<file path="src/rtl/mips_pkg.sv">
// Shared definitions for the instruction-fetch stage.
// Provides the fetch FSM state type, default reset PC, instruction/opcode widths,
// the PC increment and a helper that word-aligns an address.
package mips_pkg;

  localparam int unsigned INSTR_W          = 32;
  localparam int unsigned OP_W             = 6;
  localparam logic [31:0] RESET_PC_DEFAULT = 32'h0000_0000;
  localparam logic [31:0] PC_INC           = 32'd4;

  // S_REQ:   request active on the memory port
  // S_HOLD:  response parked in the skid buffer while decode is stalled
  // S_DRAIN: redirect seen, waiting for the stale response to be thrown away
  typedef enum logic [1:0] {
    S_REQ,
    S_HOLD,
    S_DRAIN
  } fetch_state_e;

  // Force an address onto a word boundary.
  function automatic logic [31:0] word_align(input logic [31:0] addr);
    return addr & ~32'h0000_0003;
  endfunction

endpackage

</file>
<file path="src/rtl/fetch_skid_buf.sv">
// One-entry skid buffer for the fetch stage.
// Holds a response that arrived while IF/ID was full and decode was stalled.
// Ports:
//   clk, rst_n  - clock, synchronous active-low reset
//   load        - capture data_in and mark the entry valid
//   clear       - drop the entry (wins over load and pop)
//   pop         - entry consumed; mark invalid
//   data_in     - value to capture
//   data_out    - buffered value
//   valid       - entry is live
module fetch_skid_buf #(
  parameter int unsigned Width = 64
) (
  input  logic             clk,
  input  logic             rst_n,
  input  logic             load,
  input  logic             clear,
  input  logic             pop,
  input  logic [Width-1:0] data_in,
  output logic [Width-1:0] data_out,
  output logic             valid
);

  logic [Width-1:0] data_q;
  logic             valid_q;

  always_ff @(posedge clk) begin
    if (!rst_n) begin
      data_q  <= '0;
      valid_q <= 1'b0;
    end else if (clear) begin
      data_q  <= '0;
      valid_q <= 1'b0;
    end else if (load) begin
      data_q  <= data_in;
      valid_q <= 1'b1;
    end else if (pop) begin
      valid_q <= 1'b0;
    end
  end

  assign data_out = data_q;
  assign valid    = valid_q;

endmodule

</file>
<file path="src/rtl/fetch_unit.sv">
// Instruction-fetch stage with IF/ID pipeline register.
// Issues word-aligned requests to instruction memory, buffers one response when
// decode stalls, and handles redirects including a still-outstanding request.
// Ports:
//   clk, rst_n          - clock, synchronous active-low reset
//   ImemReq/ImemAddr    - memory request and word address (held until ack)
//   ImemAck/ImemData    - memory response strobe and instruction word
//   Stall               - decode cannot accept; IF/ID holds
//   Redirect/RedirectPC - flush and refetch from target (low two bits ignored)
//   IfIdValid/IfIdInstr/IfIdPC4 - IF/ID register contents
//   Op                  - opcode field of IfIdInstr
module fetch_unit
  import mips_pkg::*;
#(
  parameter logic [31:0] RESET_PC = RESET_PC_DEFAULT
) (
  input  logic               clk,
  input  logic               rst_n,
  output logic               ImemReq,
  output logic [31:0]        ImemAddr,
  input  logic               ImemAck,
  input  logic [INSTR_W-1:0] ImemData,
  input  logic               Stall,
  input  logic               Redirect,
  input  logic [31:0]        RedirectPC,
  output logic               IfIdValid,
  output logic [INSTR_W-1:0] IfIdInstr,
  output logic [31:0]        IfIdPC4,
  output logic [OP_W-1:0]    Op
);

  fetch_state_e       state_q, state_d;
  logic [31:0]        pc_q, pc_d;
  logic [31:0]        tgt_q, tgt_d;
  logic               ifid_valid_q, ifid_valid_d;
  logic [INSTR_W-1:0] ifid_instr_q, ifid_instr_d;
  logic [31:0]        ifid_pc4_q, ifid_pc4_d;

  logic [31:0]          pc_plus4;
  logic [31:0]          redirect_tgt;
  logic                 skid_load, skid_clear, skid_pop, skid_valid;
  logic [INSTR_W+31:0]  skid_out;

  assign pc_plus4     = pc_q + PC_INC;  // wraps naturally at 2^32
  assign redirect_tgt = word_align(RedirectPC);

  fetch_skid_buf #(
    .Width (INSTR_W + 32)
  ) u_skid (
    .clk      (clk),
    .rst_n    (rst_n),
    .load     (skid_load),
    .clear    (skid_clear),
    .pop      (skid_pop),
    .data_in  ({ImemData, pc_plus4}),
    .data_out (skid_out),
    .valid    (skid_valid)
  );

  always_comb begin
    state_d      = state_q;
    pc_d         = pc_q;
    tgt_d        = tgt_q;
    ifid_valid_d = ifid_valid_q;
    ifid_instr_d = ifid_instr_q;
    ifid_pc4_d   = ifid_pc4_q;
    skid_load    = 1'b0;
    skid_clear   = 1'b0;
    skid_pop     = 1'b0;

    case (state_q)
      S_REQ: begin
        if (Redirect) begin
          ifid_valid_d = 1'b0;
          skid_clear   = 1'b0 | 1'b1;
          if (ImemAck) begin
            pc_d = redirect_tgt;
          end else begin
            // Request is in flight; its response must be drained first.
            tgt_d   = redirect_tgt;
            state_d = S_DRAIN;
          end
        end else if (ImemAck) begin
          pc_d = pc_plus4;
          if (!ifid_valid_q || !Stall) begin
            ifid_valid_d = 1'b1;
            ifid_instr_d = ImemData;
            ifid_pc4_d   = pc_plus4;
          end else begin
            skid_load = 1'b1;
            state_d   = S_HOLD;
          end
        end else if (!Stall) begin
          // Decode consumed the current entry and nothing new arrived.
          ifid_valid_d = 1'b0;
        end
      end

      S_HOLD: begin
        if (Redirect) begin
          ifid_valid_d = 1'b0;
          skid_clear   = 1'b1;
          pc_d         = redirect_tgt;
          state_d      = S_REQ;
        end else if (!Stall && skid_valid) begin
          ifid_valid_d = 1'b1;
          ifid_instr_d = skid_out[INSTR_W+31:32];
          ifid_pc4_d   = skid_out[31:0];
          skid_pop     = 1'b1;
          state_d      = S_REQ;
        end
      end

      S_DRAIN: begin
        ifid_valid_d = 1'b0;
        if (ImemAck) begin
          // Stale response is dropped; a same-cycle redirect is the newest target.
          pc_d    = Redirect ? redirect_tgt : tgt_q;
          state_d = S_REQ;
        end else if (Redirect) begin
          tgt_d = redirect_tgt;
        end
      end

      default: state_d = S_REQ;
    endcase
  end

  always_ff @(posedge clk) begin
    if (!rst_n) begin
      state_q      <= S_REQ;
      pc_q         <= RESET_PC;
      tgt_q        <= '0;
      ifid_valid_q <= 1'b0;
      ifid_instr_q <= '0;
      ifid_pc4_q   <= '0;
    end else begin
      state_q      <= state_d;
      pc_q         <= pc_d;
      tgt_q        <= tgt_d;
      ifid_valid_q <= ifid_valid_d;
      ifid_instr_q <= ifid_instr_d;
      ifid_pc4_q   <= ifid_pc4_d;
    end
  end

  // The request is suppressed while reset is held so nothing is issued mid-reset.
  assign ImemReq   = rst_n && (state_q != S_HOLD);
  assign ImemAddr  = pc_q;
  assign IfIdValid = ifid_valid_q;
  assign IfIdInstr = ifid_instr_q;
  assign IfIdPC4   = ifid_pc4_q;
  assign Op        = ifid_instr_q[INSTR_W-1 -: OP_W];

endmodule

</file>
<file path="config.mk">
export PLATFORM = sky130hd
export DESIGN_NAME = fetch_unit
export DESIGN_NICKNAME = d
export VERILOG_FILES = /design/src/rtl/mips_pkg.sv /design/src/rtl/fetch_skid_buf.sv /design/src/rtl/fetch_unit.sv
export SDC_FILE = /design/constraint.sdc
export NUM_CORES = 1
export LEC_CHECK = 0
export ABC_AREA = 1
export BUFFER_PORTS_ARGS = -buffer_cell sky130_fd_sc_hd__buf_2
export CORE_MARGIN = 1
export CORE_UTILIZATION = 55
export DETAILED_ROUTE_END_ITERATION = 16
export GPL_TIMING_DRIVEN = 0
export PLACE_DENSITY = 0.79
export SYNTH_ARGS = -nofsm -noshare
export SYNTH_HDL_FRONTEND = slang
export SYNTH_SLANG_ARGS = --single-unit
</file>
<file path="constraint.sdc">
create_clock -name clk -period 2.3 [get_ports clk]
set_input_delay 0.345 -clock clk [delete_from_list [all_inputs] [get_ports clk]]
set_output_delay 0.345 -clock clk [all_outputs]
set_load 0.05 [all_outputs]
</file>
==> run_results.csv <==
group,metric,value,unit
outcome,status,"complete, no violations",
yosys,synth_top_area_share,0.407,
final_layout,fin_area,0.0114,mm^2
yosys,synthXorXnorAreaFrac,0.0144,
yosys,syn_nets,1505,
sta,rsz0062_at_grt,"true",
placement,routabilityCongestion,1.01,
sta,report.final.slew_viol_count,0,
route,drtPass1Iterations,5,
route,drt_wl_total,30400,um
placement,dp_slack,-0.330,ns
sta,min_period_over_period,0.945,
yosys,synthSimpleGateAreaFrac,0.212,
final_layout,drive_gt1_frac,0.170,
yosys,synth.largest_area_cell,"dfxtp_1",
yosys,yosysSeqAreaShare,0.407,
sta,fmax,0.460,GHz
yosys,synth_compound_area_frac,0.270,
cts,h-tree-depth,4,
power_and_ir_drop,leakage,5.23,nW
cts,cts-root-buf,"clkbuf_16",
worst_setup_path,worstSetupStartpointType,"register",
die,core-area,0.0172,mm^2
worst_setup_path,crit_type,"reg2reg",
final_layout,syn2layout_area_growth,18.7,%
power_and_ir_drop,vdd_ir_drop_max,0.661,mV
worst_setup_path,critPathArrivalTime,2.54,ns
sta,finClkSkew,0.0165,ns
yosys,ys_ff_latch,196,
sta,worst_slew_pin_slew,0.682,ns
die,dieHeight,134,um
sta,hold_viol,0,
cts,cts.path.max_buffers,2,
sta,setup_tns,0,ns
yosys,syn_area_per_cell,6.73,um^2
placement,placed_cell_area,0.0108,mm^2
sta,final.min_clock_period,2.17,ns
sta,relSlewSlack,0.546,
grt,overflow,0,
route,drt_iter0_drc,882,
yosys,synth_top_family_by_area,"compound AO/OA/AOI/OAI gates",
power_and_ir_drop,power.total,0.0136,W
final_layout,nFillCells,1565,
cts,cts.sinks,196,
grt,grt_pass1_wl,47700,um
grt,groute.usage.overall,0.337,
worst_setup_path,worst_setup_path_end_kind,"register",
route,ant_nets,0,
yosys,syn_inst,1431,
grt,grt_pass1_vias,9377,
placement,io_buffer_count,168,
cts,clkTransAtPathRegs,0.08,ns
cts,cts_buffers,17,
die,pin_count,173,
route,num_vias,10400,
yosys,ys.warnings.count,0,
power_and_ir_drop,power_density,1190,mW/mm^2
grt,grt_start_max_net_pins,20,
cts,clk_latency,0.44,ns
sta,fin_ws,0.126,ns
route,drc_errors,0,
final_layout,nets,1692,
yosys,synth_area_leaders,"dfxtp_1 (41%), nand2_1 (14%), a21oi_1 (14%)",
die,row_count,48,
cts,cts_tree,"yes",
yosys,synthFlopType,"dfxtp_1",
yosys,ys_types,32,
yosys,syn_area,0.00964,mm^2
final_layout,n_antenna_cell,0,
grt,antenna_found_initial,0,
die,start_util,0.561,
yosys,synth-adder-area-share,0.00649,
placement,dp_hpwl,23000,um
final_layout,final_cell_mix,"nand2_1 (363), a21oi_1 (263), dfxtp_1 (196)",
worst_setup_path,critPathRequiredTime,2.67,ns
route,post_drt_wl_per_cell,16.4,um
final_layout,final_common_cell,"nand2_1",
die,die_x,134,um
worst_setup_path,cp_max_fo,10,
min_path,min_path_type,"in2reg",
yosys,ys_async_sr_fraction,0,
route,drt-vias-per-instance,5.61,
run,maxCapViolCount,0,
yosys,synth_edf_count,0,
die,dieArea,0.0181,mm^2
sta,setup-violations-final,0,
yosys,synth_mux_area_frac,0,
==> synthesized netlist by cell type, types with 6 or more instances <==
library cell / instances
nand2_1: 363
a21oi_1: 263
dfxtp_1: 196
o21ai_0: 162
inv_1: 91
nor2_1: 88
clkbuf_1: 68
a31oi_1: 39
o21ai_1: 30
nand3_1: 22
buf_2: 19
buf_4: 13
xor2_1: 10
and2_1: 7
nor2_2: 7
inv_2: 6
==> final timing paths <==
kind	startpoint	end	slack, ns	cells past startpoint
worst max register to register	state_q[0]	IfIdPC4[23]	0.13	10
worst min-delay path	ImemData[13]	u_skid.data_out[45]	0.14	3
worst max-delay path	state_q[0]	IfIdPC4[23]	0.13	10
worst min register to register	IfIdValid	IfIdValid	0.47	2
==> through the flow <==
step,hold WS (ns),util,cells
floorplan,0.442,-,1431
global placement,0.448,0.626,1824
detailed placement,0.460,0.626,1824
CTS,0.136,0.661,1854
global route,0.144,0.666,1856
finish,0.138,0.666,1856
==> critical path, stage by stage, from the launching register on <==
cell and delay, ns:
dfxtp_1 0.34, inv_1 0.11, ha_1 0.32, nor2_1 0.12
a21oi_2 0.12, nand3_2 0.24, inv_2 0.20, buf_6 0.18
buf_4 0.22, o21ai_1 0.09, a21oi_1 0.16
==> routing by layer <==
layer,GRT usage,part of all wire,vias up
met5,0,0,-
met4,0.159,0.030,0
met3,0.0574,0.087,57
met2,0.547,0.46,516
met1,0.435,0.42,4739
li1,-,-,5104
==> registers in the layout, summed over array words and instances, names as in the netlist <==
register	cells
IfIdPC4	32
state_q	2
tgt_q	32
u_skid.valid	1
IfIdInstr	32
IfIdValid	1
u_skid.data_out	64
ImemAddr	32
==> power by group <==
| part | leakage, nW | total (W) | switching [W] | internal [W] |
|---|---|---|---|---|
| combinational | 3.34 | 0.00602 | 0.00449 | 0.00153 |
| clock | 0.285 | 0.00300 | 0.00145 | 0.00155 |
| sequential | 1.61 | 0.00461 | 0.000551 | 0.00406 |
==> cell type report <==
| cell class | instances | area (um^2) | area share |
|---|---|---|---|
| Buffer | 105 | 503 | 0.0440 |
| Inverter | 100 | 383 | 0.0335 |
| Tap cell | 225 | 282 | 0.0246 |
| Multi-Input combinational cell | 1028 | 4880 | 0.427 |
| Sequential cell | 196 | 3920 | 0.343 |
| Clock buffer | 17 | 425 | 0.0372 |
| Clock inverter | 15 | 164 | 0.0143 |
| Timing Repair Buffer | 170 | 868 | 0.0759 |
==> what timing repair did <==
action | 4_1_cts | 5_1_grt
endpoints found under the hold margin | 0 | 0
setup endpoints to repair | 39 | 95
hold buffers | 0 | 0
pin swaps | 0 | 2
setup buffers | 0 | 2
gates resized for setup | 4 | 20
==> kinds of logic after synthesis <==
group | count (synthesis)
buffers and inverters | 207
flip-flops | 196
XOR/XNOR | 15
AO/OA/AOI/OAI | 504
adder cells (fa/ha/maj) | 5
AND/OR/NAND/NOR | 504
Power figures use the tool's default switching activity.
